[config.mk]
export PLATFORM = sky130hd
export DESIGN_NAME = shift_arbiter
export DESIGN_NICKNAME = d
export VERILOG_FILES = /design/src/rtl/shift_arbiter_pkg.sv /design/src/rtl/shift_arbiter_core.sv /design/src/rtl/shift_arbiter.sv
export SDC_FILE = /design/constraint.sdc
export NUM_CORES = 1
export LEC_CHECK = 0
export CORE_MARGIN = 4
export CORE_UTILIZATION = 25
export CTS_BUF_LIST = sky130_fd_sc_hd__clkbuf_8
export CTS_CLUSTER_DIAMETER = 50
export DETAILED_ROUTE_END_ITERATION = 10
export SLEW_MARGIN = 40
export SYNTH_ARGS = -nofsm -noshare
export SYNTH_HDL_FRONTEND = slang
export SYNTH_SLANG_ARGS = --single-unit
[constraint.sdc]
create_clock -name clock -period 5.43 [get_ports clock]
set_clock_uncertainty 0.2 [all_clocks]
set_input_delay 1.086 -clock clock [delete_from_list [all_inputs] [get_ports clock]]
set_output_delay 1.086 -clock clock [all_outputs]
set_load 0.05 [all_outputs]
[src/rtl/shift_arbiter_pkg.sv]
// Shared definitions for the shift arbiter and its shift datapath.
//   - operation encodings carried on reqN_op
//   - arbiter FSM state encodings
//   - latched request record (op, operand, amount)
package shift_arbiter_pkg;

  localparam int DATA_W  = 32;
  localparam int SHAMT_W = 5;

  typedef enum logic [1:0] {
    SHOP_SLL  = 2'b00,
    SHOP_SRL  = 2'b01,
    SHOP_SRA  = 2'b10,
    SHOP_PASS = 2'b11
  } shop_e;

  typedef enum logic [1:0] {
    ST_IDLE  = 2'b00,
    ST_SHIFT = 2'b01,
    ST_RESP  = 2'b10
  } state_e;

  typedef struct packed {
    shop_e               op;
    logic [DATA_W-1:0]   data;
    logic [SHAMT_W-1:0]  amt;
  } shift_req_t;

endpackage

[src/rtl/shift_arbiter_core.sv]
// shift_core: purely combinational 32-bit barrel shifter.
// Ports:
//   data   in  DATA_W   operand
//   amt    in  SHAMT_W  shift amount (all bits used, no overflow)
//   op     in  2        SHOP_SLL / SHOP_SRL / SHOP_SRA / SHOP_PASS
//   result out DATA_W   shifted operand
// Left and right shifters are log-depth stage chains: stage gi shifts by
// 2**gi when amt[gi] is set. The right chain shares one fill bit that is
// data[MSB] for sra and 0 for srl.
module shift_core
  import shift_arbiter_pkg::*;
#(
  parameter int DATA_W  = 32,
  parameter int SHAMT_W = 5
) (
  input  logic [DATA_W-1:0]  data,
  input  logic [SHAMT_W-1:0] amt,
  input  logic [1:0]         op,
  output logic [DATA_W-1:0]  result
);

  logic [DATA_W-1:0] sl_stage [SHAMT_W+1];
  logic [DATA_W-1:0] sr_stage [SHAMT_W+1];
  logic              fill;

  assign fill        = (shop_e'(op) == SHOP_SRA) & data[DATA_W-1];
  assign sl_stage[0] = data;
  assign sr_stage[0] = data;

  generate
    for (genvar gi = 0; gi < SHAMT_W; gi++) begin : g_stage
      localparam int STEP = 1 << gi;
      // sl_logical stage
      assign sl_stage[gi+1] = amt[gi] ? {sl_stage[gi][DATA_W-STEP-1:0], {STEP{1'b0}}}
                                      : sl_stage[gi];
      // shared srl/sra stage
      assign sr_stage[gi+1] = amt[gi] ? {{STEP{fill}}, sr_stage[gi][DATA_W-1:STEP]}
                                      : sr_stage[gi];
    end
  endgenerate

  always_comb begin
    result = data;
    case (shop_e'(op))
      SHOP_SLL:  result = sl_stage[SHAMT_W];
      SHOP_SRL:  result = sr_stage[SHAMT_W];
      SHOP_SRA:  result = sr_stage[SHAMT_W];
      SHOP_PASS: result = data;
      default:   result = data;
    endcase
  end

endmodule

[src/rtl/shift_arbiter.sv]
// shift_arbiter: round-robin arbiter sharing one barrel shifter between
// the CPU ALU (requester 0) and the move generator (requester 1).
// Ports:
//   clock, reset                 clock and synchronous active-high reset
//   reqN_valid/ready             request handshake (ready is combinational)
//   reqN_op/data/amt             request payload
//   rspN_valid/ready/data        response handshake, data 0 when not valid
//   busy                         FSM not in IDLE
// One operation is in flight at a time: IDLE accepts, SHIFT computes and
// registers the result, RESP holds it until the owner takes it.
module shift_arbiter
  import shift_arbiter_pkg::*;
#(
  parameter int DATA_W  = 32,
  parameter int SHAMT_W = 5
) (
  input  logic               clock,
  input  logic               reset,
  input  logic               req0_valid,
  output logic               req0_ready,
  input  logic [1:0]         req0_op,
  input  logic [DATA_W-1:0]  req0_data,
  input  logic [SHAMT_W-1:0] req0_amt,
  output logic               rsp0_valid,
  input  logic               rsp0_ready,
  output logic [DATA_W-1:0]  rsp0_data,
  input  logic               req1_valid,
  output logic               req1_ready,
  input  logic [1:0]         req1_op,
  input  logic [DATA_W-1:0]  req1_data,
  input  logic [SHAMT_W-1:0] req1_amt,
  output logic               rsp1_valid,
  input  logic               rsp1_ready,
  output logic [DATA_W-1:0]  rsp1_data,
  output logic               busy
);

  state_e            state_reg, state_next;
  logic              last_grant_reg;
  logic              owner_reg;
  logic [1:0]        op_reg;
  logic [DATA_W-1:0] data_reg;
  logic [SHAMT_W-1:0] amt_reg;
  logic [DATA_W-1:0] result_reg;
  logic [DATA_W-1:0] result_next;

  logic grant;
  logic accept;
  logic rsp_fire;

  shift_core #(
    .DATA_W  (DATA_W),
    .SHAMT_W (SHAMT_W)
  ) u_core (
    .data   (data_reg),
    .amt    (amt_reg),
    .op     (op_reg),
    .result (result_next)
  );

  always_comb begin
    state_next = state_reg;
    grant      = 1'b0;
    accept     = 1'b0;
    rsp_fire   = 1'b0;
    req0_ready = 1'b0;
    req1_ready = 1'b0;
    rsp0_valid = 1'b0;
    rsp1_valid = 1'b0;
    rsp0_data  = '0;
    rsp1_data  = '0;
    busy       = (state_reg != ST_IDLE);

    case (state_reg)
      ST_IDLE: begin
        // Single requester wins outright; a tie goes to whoever did not
        // win last time.
        if (req0_valid && !req1_valid)      grant = 1'b0;
        else if (!req0_valid && req1_valid) grant = 1'b1;
        else                                grant = ~last_grant_reg;
        // Reset masks ready so no handshake is reported during reset.
        accept     = (req0_valid | req1_valid) & ~reset;
        req0_ready = accept & ~grant;
        req1_ready = accept & grant;
        if (accept) state_next = ST_SHIFT;
      end
      ST_SHIFT: begin
        state_next = ST_RESP;
      end
      ST_RESP: begin
        if (owner_reg) begin
          rsp1_valid = 1'b1;
          rsp1_data  = result_reg;
          rsp_fire   = rsp1_ready;
        end else begin
          rsp0_valid = 1'b1;
          rsp0_data  = result_reg;
          rsp_fire   = rsp0_ready;
        end
        if (rsp_fire) state_next = ST_IDLE;
      end
      default: begin
        state_next = ST_IDLE;
      end
    endcase
  end

  always_ff @(posedge clock) begin
    if (reset) begin
      state_reg      <= ST_IDLE;
      last_grant_reg <= 1'b1;
      owner_reg      <= 1'b0;
      op_reg         <= '0;
      data_reg       <= '0;
      amt_reg        <= '0;
      result_reg     <= '0;
    end else begin
      state_reg <= state_next;
      if (accept) begin
        owner_reg <= grant;
        op_reg    <= grant ? req1_op   : req0_op;
        data_reg  <= grant ? req1_data : req0_data;
        amt_reg   <= grant ? req1_amt  : req0_amt;
      end
      if (state_reg == ST_SHIFT) result_reg <= result_next;
      if (rsp_fire) last_grant_reg <= owner_reg;
    end
  end

endmodule

== Word-level counts from Yosys, hierarchy flattened ==
Index checks and enable logic that the tools add are counted.
Operators by class
  equality and inequality tests: 7
  muxes and demuxes: 35
  reduce and logical (&&, ||, !) cells: 9
  bitwise gates (word level): 8
Operators by type and width (count)
  $mux W32: 15
  $pmux W32 S3: 1
  $mux W1: 14
  $eq A2 B2 Y1 const B: 3
  $mux W2: 3
  $pmux W2 S3: 1
  $mux W5: 1
  $and A1 B1 Y1: 4
  $eq A2 B1 Y1 const B: 2
  $logic_not A2 Y1: 2
  $ne A2 B2 Y1 const B: 2
  $not A1 Y1: 3
  $logic_and A1 B1 Y1: 2
  $logic_not A1 Y1: 2
  $reduce_and A2 Y1: 1
  $reduce_bool A2 Y1: 1
  $reduce_or A2 Y1: 1
  $or A1 B1 Y1: 1
Word-level totals
  register bits after elaboration: 75
  output and inout bits: 69
  word-level logic and storage cells: 66
  input bits: 84

== Longest topological paths before layout ==
  word-level depth: 8
  gate-level depth with buffers: 10
  depth with buffers taken out: 7

== By module ==
From an unflattened synthesis, not the netlist that was laid out.
Second synthesis, totals
  cells, all modules: 981
  area, all modules: 8180.3 µm²
By module, submodules not included
  shift_core: cells an instance 554, seq. area each 0.0 µm², times used 1, area each 4605.7 µm²
  shift_arbiter: cells an instance 427, seq. area each 1501.4 µm², times used 1, area each 3574.7 µm²

== Worst setup path after synthesis ==
Ideal clock, no wire load.
  path kind: input port to output port
  start point: input port reset
  end point: output port req1_ready
  data arrival time: 3016 ps
  required time: 4144 ps
  stages on the path: 3
  slack: 1128 ps
  path buffers: 2
  path through: clkbuf_1 -> clkbuf_1 -> nor4_1
Between the ends
  cells in the longest elaborated chain, start to end: 4
RTL lines
  start, declared: RTL line shift_arbiter.sv:18  | input logic reset,
  $not A1 Y1: RTL line shift_arbiter.sv:82  | accept = (req0_valid | req1_valid) & ~reset;
  $and A1 B1 Y1: RTL line shift_arbiter.sv:82
  $and A1 B1 Y1: RTL line shift_arbiter.sv:84  | req1_ready = accept & grant;
  $mux W1: RTL line shift_arbiter.sv:74  | case (state_reg)
  end, declared: RTL line shift_arbiter.sv:28  | output logic req1_ready,
Every way passes these cells.

== Worst setup path after layout ==
  start point: input port req1_valid
  end point: output port req1_ready
Between the ends
  cells in the longest elaborated chain, start to end: 6
  elaborated cells on any way between the ends: 10
  classes of those cells: mux (4); bitwise (3); reduce/logical (3)
RTL lines
  start, declared: RTL line shift_arbiter.sv:27  | input logic req1_valid,
  $logic_and A1 B1 Y1 / $logic_not A1 Y1 (equally long branches): RTL line shift_arbiter.sv:79, shift_arbiter.sv:78
  $mux W1 / $logic_and A1 B1 Y1 (equally long branches): RTL line shift_arbiter.sv:79, shift_arbiter.sv:78
  $mux W1: RTL line shift_arbiter.sv:78  | if (req0_valid && !req1_valid) grant = 1'b0;
  $mux W1: RTL line shift_arbiter.sv:74
  $and A1 B1 Y1 *: RTL line shift_arbiter.sv:84
  $mux W1 *: RTL line shift_arbiter.sv:74
Mark *: on every way between the ends. The rest lies on a longest branch, timed or not. The select of a mux whose other input is x is not followed.

==> metrics <==
Clock Latency Late Sink=390 ps; Internal=1.601 mW; multi-input logic area=0.006574 mm2; Post-Synthesis Cells=1037; Die X=195.0 um; Placer Congestion=0.9902; post-synthesis compound-gate area fraction=23.64%; first-pass GRT wire length=59.77 mm; register area share after synthesis=17.17%; DR vias/cell=5.910; area grow syn2layout=23.04%; Synth area leaders=mux4_2, dfxtp_1, mux2i_1; worst r2r dst=result_reg[24]; Global Route Usage Sum=20.42%; post-route setup TNS=0 ps; pwr dens=274.8 mW/mm2; syn avg cell area=8.433 um2; critical-path maximum fanout=3; CP Capture Type=output port; Max Transition Viols Final=0; post-synth top area cell=mux4_2; Post-synth top flop=dfxtp_1; total vias in the final route=9208; PortBufs=152; antenna-violating nets left=0; Crit Path Category=in2out; setup slack, reg-to-reg=2040 ps; # H-tree levels=3; main combinational cell family by area after synthesis=multiplexers; VDD IR-drop max=0.1006 mV; Worst Setup Start Kind=input pin; Hold Crit Start=result_reg[30]; Worst Hold End=result_reg[30]; post-synth top area share=18.29%; crit path DAT=3120 ps; Hold WS=303.1 ps; layout filler cell count=3713; Initial Utilization=25.32%; flops & latches, synth=75; Hold-fix buffers, CTS=0; Setup violations, final=0; post_cts resized=0; Mapped Nets=1124; Final #Nets=1185; Hold Violations, Final=0; clk slew on worst S/H paths=80 ps; Final Critical Period=4406 ps; Die H=195.0 um; Synth async-reset ratio=0%; hold path depth=2; Die Area=0.03803 mm2; multiplexer share of the synthesized area=32.18%; routed wire length=40.77 mm; net switching power=1.355 mW; DRT iter0 DRCs=994; post-synthesis cell area=0.008745 mm2; clock sink count=75; simple-gate share of the synthesized area=18.31%; fmax=227.0 MHz; Post-Synth XOR/XNOR Area=0%; min-delay worst type=reg2reg; max-cap violations=0; vias in the first global route=8751; largest net degree at the start of global routing=79; RR Startpoint=amt_reg[0]; wire per inst=26.17 um; Ports=153; CTS Buf Count=9; Root Buffer Master=clkbuf_8; Post-CTS Setup Inserts=0; register area=0.001513 mm2; Gate power share=50.3%; RSZ-0062 raised after global routing=false; Cell Rows=68; status=finished, final reports clean; number of flops mapped to enable cells by yosys=0; Clock Power Share=20.9%; R2R cell count=6; diode count=0; sequential power share=28.8%; Slew Limit Headroom=43.45%; final period utilization=81.14%; DRC Markers=0; fraction of layout cells with a size suffix above 1=15.32%; Synth cell types=79; leak pwr=3.763 nW; CP required=4140 ps; Overflow after GRT=0; Bufs on Longest Clock Path=2; placed wire-length estimate=29.78 mm; 1st-pass router iterations=6; Sw Ratio=45.84%; Core ar.=0.03454 mm2; Worst-Margin Slew=843.6 ps; Adder-Cell Fraction of Synth Area=0.5437%; Synth warnings=0; antenna violations before repair=0; CTS tree=done
-- cells in the final DEF (no fill, tap or decap), types with 12 or more instances in the layout --
master	n
clkdlybuf4s50_1	151
nor2_1	93
mux2i_1	91
nand2_1	77
mux4_2	71
dfxtp_1	70
a211oi_1	53
a21oi_1	51
and2_1	40
o21ai_0	40
and3_1	36
buf_4	27
mux2_2	25
nand3_1	25
a31oi_1	14
inv_1	13
nor2b_1	13
o211ai_1	12
-- worst max-delay path, stage by stage --
cell and delay, ps:
clkdlybuf4s50_1 510, inv_1 60, maj3_1 380, nor4_1 240, clkdlybuf4s50_1 840
-- cell families (layout without fill, tap and decap cells) --
kind of cell	count (synthesis)	in the layout
DFF	75	75
muxes	189	189
adders and majority gates	4	4
and+or+nand+nor	329	329
AOI/OAI and AO/OA	293	293
buffers and inverters	147	213
-- worst max path at each step --
stage | start | endpoint | slack, ps | cells past startpoint
5_1_grt | req1_valid | req1_ready | 950 | 5
2_1_floorplan | reset | req1_ready | 1130 | 3
6_report | req1_valid | req1_ready | 1020 | 5
3_3_place_gp | req1_valid | req1_ready | 1010 | 5
3_5_place_dp | req1_valid | req1_ready | 1030 | 5
4_1_cts | req1_valid | req1_ready | 1030 | 5
-- synth_stat cells, drive strengths merged (25+ instances only) --
master  count
nor2       97
mux2i      91
clkbuf     86
nand2      77
dfxtp      75
mux4       71
a211oi     56
a21oi      51
buf        48
o21ai      44
and2       41
and3       36
mux2       27
nand3      25
-- per-stage QoR --
step,cell area (um2),std cells,worst slack [ps],power (mW),utilization [%]
2_1_floorplan,8745,1037,1128,1.758,-
3_3_place_gp,10410,1538,1011,2.289,30.13
3_5_place_dp,10440,1540,1031,2.292,30.21
4_1_cts,10710,1556,1026,2.919,31.01
5_1_grt,10760,1558,946.1,3.077,31.15
6_report,10760,1558,1024,2.956,31.15
-- layer usage --
metal | global-route usage, % | share of wire (%)
met1 | 29.13 | 44
met2 | 30.37 | 42
met3 | 5.952 | 12
met4 | 5.120 | 2.6
met5 | 0 | 0
-- power by group through the flow --
| stage | clock (mW) | combinational (mW) | sequential (mW) |
|---|---|---|---|
| after global placement | 0 | 1.43 | 0.862 |
| final | 0.619 | 1.49 | 0.851 |
| after CTS | 0.635 | 1.43 | 0.854 |
| after global routing | 0.651 | 1.56 | 0.863 |
| after floorplan | 0 | 1.09 | 0.667 |
| after detailed placement | 0 | 1.43 | 0.867 |
-- final cells by class --
cell class,count,area share [%]
Inverter,13,0.4535
Tap cell,455,5.291
Clock inverter,5,1.151
Timing Repair Buffer,184,16.54
Multi-Input combinational cell,815,61.10
Sequential cell,75,14.06
Clock buffer,11,1.407
No activity file was read; power rests on OpenSTA's default activity.
